--- config.mk ---
export PLATFORM = sky130hd
export DESIGN_NAME = i2c_target_ctrl
export DESIGN_NICKNAME = d
export VERILOG_FILES = /design/src/rtl/i2c_target_ctrl.sv
export SDC_FILE = /design/constraint.sdc
export NUM_CORES = 1
export LEC_CHECK = 0
export CAP_MARGIN = 20
export CORE_UTILIZATION = 50
export DETAILED_ROUTE_END_ITERATION = 10
export PLACE_DENSITY = 0.75
export SLEW_MARGIN = 10
export SYNTH_ARGS = -nofsm -noshare
export SYNTH_HDL_FRONTEND = slang
export SYNTH_SLANG_ARGS = --single-unit
--- constraint.sdc ---
create_clock -name clk_i -period 2.23 [get_ports clk_i]
set_input_delay 0.223 -clock clk_i [delete_from_list [all_inputs] [get_ports clk_i]]
set_output_delay 0.223 -clock clk_i [all_outputs]
set_load 0.02 [all_outputs]
--- src/rtl/i2c_target_ctrl.sv ---
`default_nettype none
// ============================================================================
// Module   : i2c_target_ctrl
// Purpose  : I2C target (slave) byte engine. Answers to one 7-bit address,
//            delivers written bytes through a one-entry rx buffer and returns
//            read bytes from a tx valid/ready source. SDA is open drain.
// Ports    : clk_i, rst_i            - system clock, sync active-high reset
//            scl_i, sda_i            - raw bus lines (synchronized inside)
//            sda_oe_o                - 1 pulls SDA low, 0 releases it
//            rx_data_o/valid/ready   - received write byte, held until taken
//            tx_data_i/valid/ready   - read byte source, ready is a pulse
//            start_o, stop_o         - one-cycle bus condition pulses
//            rw_o                    - R/W bit of current addressed transfer
//            busy_o                  - high from START through STOP
// Revision : 1.0 - initial release
// ============================================================================
module i2c_target_ctrl #(
  parameter logic [6:0] SLV_ADDR    = 7'h22,
  parameter int         SYNC_STAGES = 2
) (
  input  logic       clk_i,
  input  logic       rst_i,
  input  logic       scl_i,
  input  logic       sda_i,
  output logic       sda_oe_o,
  output logic [7:0] rx_data_o,
  output logic       rx_valid_o,
  input  logic       rx_ready_i,
  input  logic [7:0] tx_data_i,
  input  logic       tx_valid_i,
  output logic       tx_ready_o,
  output logic       start_o,
  output logic       stop_o,
  output logic       rw_o,
  output logic       busy_o
);

  // Depth below 2 is not metastability safe, so clamp it.
  localparam int SYNC_N = (SYNC_STAGES < 2) ? 2 : SYNC_STAGES;

  localparam logic [2:0] S_IDLE      = 3'd0;
  localparam logic [2:0] S_ADDR      = 3'd1;
  localparam logic [2:0] S_ADDR_ACK  = 3'd2;
  localparam logic [2:0] S_WR_DATA   = 3'd3;
  localparam logic [2:0] S_WR_ACK    = 3'd4;
  localparam logic [2:0] S_RD_DATA   = 3'd5;
  localparam logic [2:0] S_RD_ACK    = 3'd6;
  localparam logic [2:0] S_WAIT_STOP = 3'd7;

  // --------------------------------------------------------------------------
  // Synchronizers plus one history flop for edge detection
  // --------------------------------------------------------------------------
  logic [SYNC_N-1:0] scl_sync;
  logic [SYNC_N-1:0] sda_sync;
  logic              scl_hist;
  logic              sda_hist;
  logic              scl_s;
  logic              sda_s;

  always_ff @(posedge clk_i) begin
    if (rst_i) begin
      scl_sync <= '1;
      sda_sync <= '1;
      scl_hist <= 1'b1;
      sda_hist <= 1'b1;
    end else begin
      scl_sync <= {scl_sync[SYNC_N-2:0], scl_i};
      sda_sync <= {sda_sync[SYNC_N-2:0], sda_i};
      scl_hist <= scl_sync[SYNC_N-1];
      sda_hist <= sda_sync[SYNC_N-1];
    end
  end

  assign scl_s = scl_sync[SYNC_N-1];
  assign sda_s = sda_sync[SYNC_N-1];

  logic scl_rise;
  logic scl_fall;
  logic start_det;
  logic stop_det;

  assign scl_rise  = scl_s & ~scl_hist;
  assign scl_fall  = ~scl_s & scl_hist;
  // SCL must be high on both samples, so SDA moving while SCL is low (or on
  // the same cycle SCL moves) is never taken as a bus condition.
  assign start_det = scl_s & scl_hist & sda_hist & ~sda_s;
  assign stop_det  = scl_s & scl_hist & ~sda_hist & sda_s;

  // --------------------------------------------------------------------------
  // Datapath registers referenced by the FSM
  // --------------------------------------------------------------------------
  logic [2:0] state;
  logic [2:0] state_nxt;
  logic [3:0] bit_cnt;
  logic [7:0] shreg;
  logic       addr_hit;
  logic       wr_accept;
  logic       mack;
  logic [7:0] byte_in;
  logic [7:0] tx_byte;
  logic       byte_end;

  assign byte_in  = {shreg[6:0], sda_s};
  assign tx_byte  = tx_valid_i ? tx_data_i : 8'hFF;
  assign byte_end = (bit_cnt == 4'd8);

  // --------------------------------------------------------------------------
  // FSM: state register
  // --------------------------------------------------------------------------
  always_ff @(posedge clk_i) begin
    if (rst_i) state <= S_IDLE;
    else       state <= state_nxt;
  end

  // --------------------------------------------------------------------------
  // FSM: next state
  // --------------------------------------------------------------------------
  always_comb begin
    state_nxt = state;
    if (stop_det) begin
      state_nxt = S_IDLE;
    end else if (start_det) begin
      state_nxt = S_ADDR;
    end else if (scl_fall) begin
      case (state)
        S_ADDR:     if (byte_end) state_nxt = addr_hit ? S_ADDR_ACK : S_WAIT_STOP;
        S_ADDR_ACK: state_nxt = rw_o ? S_RD_DATA : S_WR_DATA;
        S_WR_DATA:  if (byte_end) state_nxt = wr_accept ? S_WR_ACK : S_WAIT_STOP;
        S_WR_ACK:   state_nxt = S_WR_DATA;
        S_RD_DATA:  if (byte_end) state_nxt = S_RD_ACK;
        S_RD_ACK:   state_nxt = mack ? S_WAIT_STOP : S_RD_DATA;
        default:    state_nxt = state;
      endcase
    end
  end

  // --------------------------------------------------------------------------
  // FSM: outputs (datapath strobes and next SDA drive)
  // --------------------------------------------------------------------------
  logic cnt_clr;
  logic cnt_inc;
  logic shift_in;
  logic addr_done;
  logic wr_done;
  logic rx_free;
  logic store_rx;
  logic tx_load;
  logic rd_shift;
  logic mack_smp;
  logic sda_oe_nxt;

  always_comb begin
    cnt_clr    = start_det;
    cnt_inc    = 1'b0;
    shift_in   = 1'b0;
    addr_done  = 1'b0;
    wr_done    = 1'b0;
    rx_free    = ~rx_valid_o | rx_ready_i;
    store_rx   = 1'b0;
    tx_load    = 1'b0;
    rd_shift   = 1'b0;
    mack_smp   = 1'b0;
    sda_oe_nxt = sda_oe_o;

    case (state)
      S_ADDR, S_WR_DATA: begin
        if (scl_rise && !byte_end) begin
          cnt_inc  = 1'b1;
          shift_in = 1'b1;
        end
        addr_done = scl_rise && (state == S_ADDR) && (bit_cnt == 4'd7);
        wr_done   = scl_rise && (state == S_WR_DATA) && (bit_cnt == 4'd7);
        store_rx  = wr_done && rx_free;
        if (scl_fall && byte_end)
          sda_oe_nxt = (state == S_ADDR) ? addr_hit : wr_accept;
      end
      S_ADDR_ACK: begin
        if (scl_fall) begin
          cnt_clr    = 1'b1;
          tx_load    = rw_o;
          sda_oe_nxt = rw_o ? ~tx_byte[7] : 1'b0;
        end
      end
      S_WR_ACK: begin
        if (scl_fall) begin
          cnt_clr    = 1'b1;
          sda_oe_nxt = 1'b0;
        end
      end
      S_RD_DATA: begin
        cnt_inc = scl_rise && !byte_end;
        if (scl_fall) begin
          // shreg[7] always holds the next bit to put on the bus
          rd_shift   = !byte_end;
          sda_oe_nxt = byte_end ? 1'b0 : ~shreg[7];
        end
      end
      S_RD_ACK: begin
        mack_smp = scl_rise;
        if (scl_fall) begin
          cnt_clr    = 1'b1;
          tx_load    = ~mack;
          sda_oe_nxt = mack ? 1'b0 : ~tx_byte[7];
        end
      end
      default: sda_oe_nxt = 1'b0;
    endcase

    if (start_det || stop_det) sda_oe_nxt = 1'b0;
  end

  // --------------------------------------------------------------------------
  // Datapath and registered outputs
  // --------------------------------------------------------------------------
  always_ff @(posedge clk_i) begin
    if (rst_i) begin
      bit_cnt    <= 4'd0;
      shreg      <= 8'h00;
      addr_hit   <= 1'b0;
      wr_accept  <= 1'b0;
      mack       <= 1'b1;
      sda_oe_o   <= 1'b0;
      rx_data_o  <= 8'h00;
      rx_valid_o <= 1'b0;
      tx_ready_o <= 1'b0;
      start_o    <= 1'b0;
      stop_o     <= 1'b0;
      rw_o       <= 1'b0;
      busy_o     <= 1'b0;
    end else begin
      if (cnt_clr)      bit_cnt <= 4'd0;
      else if (cnt_inc) bit_cnt <= bit_cnt + 4'd1;

      if (shift_in)      shreg <= byte_in;
      else if (tx_load)  shreg <= {tx_byte[6:0], 1'b1};
      else if (rd_shift) shreg <= {shreg[6:0], 1'b1};

      if (addr_done) begin
        addr_hit <= (byte_in[7:1] == SLV_ADDR);
        if (byte_in[7:1] == SLV_ADDR) rw_o <= byte_in[0];
      end

      if (wr_done)  wr_accept <= rx_free;
      if (mack_smp) mack      <= sda_s;

      sda_oe_o <= sda_oe_nxt;

      // A new byte wins over the clear so a same-cycle handoff is not lost.
      if (store_rx) begin
        rx_data_o  <= byte_in;
        rx_valid_o <= 1'b1;
      end else if (rx_valid_o && rx_ready_i) begin
        rx_valid_o <= 1'b0;
      end

      tx_ready_o <= tx_load & tx_valid_i;
      start_o    <= start_det;
      stop_o     <= stop_det;

      // Cleared on the stop_o cycle so busy_o covers the STOP pulse itself.
      if (start_det)   busy_o <= 1'b1;
      else if (stop_o) busy_o <= 1'b0;
    end
  end

endmodule
`default_nettype wire

==> impl.org <==
** Synthesis
- Post-synthesis sequential area ratio :: 41.41%
- Fraction of post-synthesis cell area in the top cell type by area :: 41.41%
- Number of cells produced by synthesis :: 217
- Number of warnings issued by yosys :: 0
- Counting every net in the synthesized netlist gives 233.
- The synthesized netlist contains 41 unique library cells.
- The cell area that synthesis handed to floorplanning was 1886 sq um.
- Cell type contributing the most total cell area after synthesis :: dfxtp_1
- After synthesis, the mean cell area works out to 8.689 sq um.
- Cells taking the most area after synthesis :: dfxtp_1, mux2i_1, a21oi_1, nor2_1, or2_2
- In this run, synthesis inferred 0 flip-flops with an integrated enable.
- Most instantiated flip-flop cell in the synthesis netlist :: dfxtp_1
- After synthesis, the share of flip-flops with an asynchronous set or reset is 0%.
- In this run, synthesis produced a sequential element count of 39.

** Setup path
- Data required time of the worst path :: 2.45 ns
- Endpoint class of the critical path :: register
- Of all nets on the critical path, the largest fanout is 15.
- STA classifies the critical path startpoint as a register.
- Crit path arrival time :: 2.13 ns
- The critical path goes through nand2b_1 -> a2111oi_0 -> a21oi_1 -> a2111o_1 -> a21oi_1.
- Most used cell along the critical path :: a21oi_1
- The worst register-to-register path ends at sda_oe_o.
- The critical path is of the reg2reg type.
- On the critical path, the stage with the largest delay is an instance of dfxtp_1.
- Setup slack of the most critical reg-to-reg path :: 0.32 ns
- For this run, the slowest stage of the critical path takes 0.63 ns.
- For the worst flop-to-flop path, the logic depth is 5.
- The startpoint identified for the worst register-to-register timing path is state[1].

** STA
- Static timing analysis puts the maximum clock frequency at 522.9 MHz.
- Headroom to the max-slew limit came out at 61.34%.
- Fraction of the cycle the final worst path needs :: 85.75%
- On the final layout, the worst clock skew is 0.008637 ns.
- Setup repair after global routing missed its margin :: no
- Final Slew Violations :: 0
- At the pin with the least slew margin, the transition time is 0.5709 ns.
- In the post-route analysis, the smallest setup slack over all paths is 0.3178 ns.
- Counting I/O delays and the setup requirement, the final critical path takes 1.912 ns.
- Hold violation total from the final report :: 0
- Final-layout setup total negative slack :: 0 ns
- Setup violations remaining at the end of the flow were counted as 0.

** Run status
- The run finished with clean final reports.

** Placement
- DP Cell Count :: 284
- Post-place instance area :: 2196 sq um
- Buffers placed on the I/O ports in this run total 28.
- Post-detailed-placement half-perimeter wirelength :: 2781 um
- Final GP Congestion :: 0.8866
- Place WS :: 0.3653 ns

** CTS
- Insertion delay to the later sink of the worst-skew pair :: 0.30 ns
- After clock tree synthesis, the clock-pin slew on the worst setup and hold paths is 0.08 ns.
- No sink is reached through more buffers than the 2 on the longest clock path.
- # Post-CTS Setup Buffers :: 0
- TritonCTS Sinks :: 39
- Buffers inserted to repair hold after CTS numbered 0.
- Number of gates resized after CTS :: 0
- Buffers inserted during clock tree synthesis total 5.
- Clock tree from TritonCTS :: done
- CTS placed an instance of clkbuf_8 at the clock tree root.
- CTS H-tree lvls :: 2

** Final layout
- Area growth from synthesis to layout :: 21.70%
- 0 antenna diodes ended up in the layout.
- Fin cells :: 292
- The filler cells instantiated in the layout total 304.
- Total area of sequential cells :: 780.7 sq um
- Once layout is done, the placed cells without fillers occupy 2295 sq um.
- Net total in the final layout :: 261
- Ratio of cells with drive above 1 in the final layout :: 12.20%
- Area used by multi-input combinational logic :: 972.2 sq um
- Final Core Density :: 66.16%

** Min path
- Worst Hold End :: sda_sync[1]
- Min-delay worst type :: reg2reg
- Along the worst hold path, the cell count comes to 1.
- Startpoint of the lowest-slack hold path :: sda_sync[0]

** Global route
- The number of global-route vias before repair came to 1,487.
- Pin count of the biggest net entering global routing :: 30
- Remaining global-route overflow :: 0
- First-pass GRT wire length :: 6893 um
- Number of antenna violations at the first check in global routing :: 0
- Global routing consumed, over all layers together, 22.07% of the routing resources.

** Route
- Number of DRC markers in iteration 0 :: 123
- Detailed-routing iteration count for the pre-antenna-repair pass :: 4
- Via density :: 5.452
- Post-route ant nets :: 0
- Vias after detailed routing :: 1,592
- Number of design rule violations left after detail routing :: 0
- Drt wl/cell :: 13.66 um
- Routed Wire Length :: 3989 um

** Floorplanning
- The region available for standard cell placement spans 3468 sq um.
- The initial utilization of the core area, before any placement, comes to 54.37%.
- Rows :: 21
- The floorplan step set the die width to 63.41 um.
- I/O pins :: 29
- In this run the vertical extent of the chip is 63.41 um.
- Die area :: 4021 sq um

** Power and ir drop
- Power spread over the standard cell area amounts to 568.1 nW/um^2.
- The analysis attributes to cell leakage a power of 0.8366 nW.
- Largest voltage drop on the vdd net :: 499.3 uV

** Flow run
- Max-cap violations in this run came to 0.
cells in the mapped netlist, types with 3 or more instances:
cell and instances:
nor2b_1 4, nand3_1 5, o211ai_1 8, nand3b_1 8, a21oi_1 21, nor2_1 23
nand2_1 12, dfxtp_1 39, or2_2 11, o21ai_0 5, clkbuf_1 7, xnor2_1 3
buf_6 3, mux2i_1 12, nand2b_1 6, inv_1 14, buf_2 4
cell usage in the layout, fill, tap and decap left out, drive strengths merged, types with 2 or more instances in the layout:
cell type / Yosys / layout
nand2: 12 / 12
buf: 7 / 7
a21oi: 21 / 21
nor4: 2 / 2
nand3: 5 / 5
ha: 2 / 2
or2: 13 / 13
nor3b: 2 / 2
dfxtp: 39 / 39
mux2i: 12 / 12
inv: 14 / 14
a2111o: 2 / 2
nor2: 23 / 23
nor3: 2 / 2
clkbuf: 7 / 6
nand4: 2 / 2
o21ai: 6 / 6
nand2b: 7 / 7
xnor2: 3 / 3
o211ai: 8 / 8
nor2b: 4 / 4
nand4b: 2 / 2
clkdlybuf4s50: 0 / 28
nand3b: 8 / 8
cells by family after synthesis:
family | after synthesis | synth area share [%]
adder cells (fa/ha/maj) | 2 | 1.327
flip-flops | 39 | 41.41
buffers and inverters | 28 | 7.034
AND/OR/NAND/NOR | 86 | 25.02
AO/OA/AOI/OAI | 46 | 16.85
XOR/XNOR | 3 | 1.394
multiplexers | 13 | 6.968
critical path, delay by kind of cell, from the launching register on:
kind | cells | cell delay (ns)
compound gates | 4 | 0.98
flops | 1 | 0.63
simple gates | 1 | 0.23
worst max-delay path by stage:
| stage | depth (start not counted) | end | start | slack (ns) |
|---|---|---|---|---|
| floorplan | 5 | sda_oe_o | rw_o | 0.62 |
| global placement | 5 | sda_oe_o | state[1] | 0.37 |
| detailed placement | 5 | sda_oe_o | state[1] | 0.37 |
| CTS | 5 | sda_oe_o | state[1] | 0.36 |
| global route | 5 | sda_oe_o | state[1] | 0.16 |
| finish | 5 | sda_oe_o | state[1] | 0.32 |
metrics by stage:
step | total power, mW | hold WS [ns]
floorplan | 0.7708 | 0.3268
global placement | 0.8068 | 0.3925
detailed placement | 0.8065 | 0.3928
CTS | 1.308 | 0.4121
global route | 1.345 | 0.4272
finish | 1.304 | 0.4111
layout make-up:
cell class / count / share of cell area (%)
Clock buffer: 6 / 3.599
Clock inverter: 2 / 0.7088
Inverter: 14 / 2.290
Multi-Input combinational cell: 150 / 42.37
Sequential cell: 39 / 34.02
Tap cell: 46 / 2.508
Timing Repair Buffer: 35 / 14.50
per-layer routing:
metal	share of wire, %	global-route usage (%)
met1	50	32.05
met3	6.3	5.978
met5	0	0
met4	1.7	11.08
met2	42	29.39
flip-flops by register name (all words and copies together), names as in the netlist, 2 cells and up:
register,cells
shreg,8
rx_data_o,8
scl_sync,2
state,3
bit_cnt,4
sda_sync,2
report_power, final:
part           internal, mW  switching (mW)  leakage, nW  total [mW]
registers             0.703         0.00819        0.316       0.711
logic                0.0420          0.0371        0.474      0.0791
clock network         0.252           0.261       0.0474       0.513
Power figures use the tool's default switching activity.
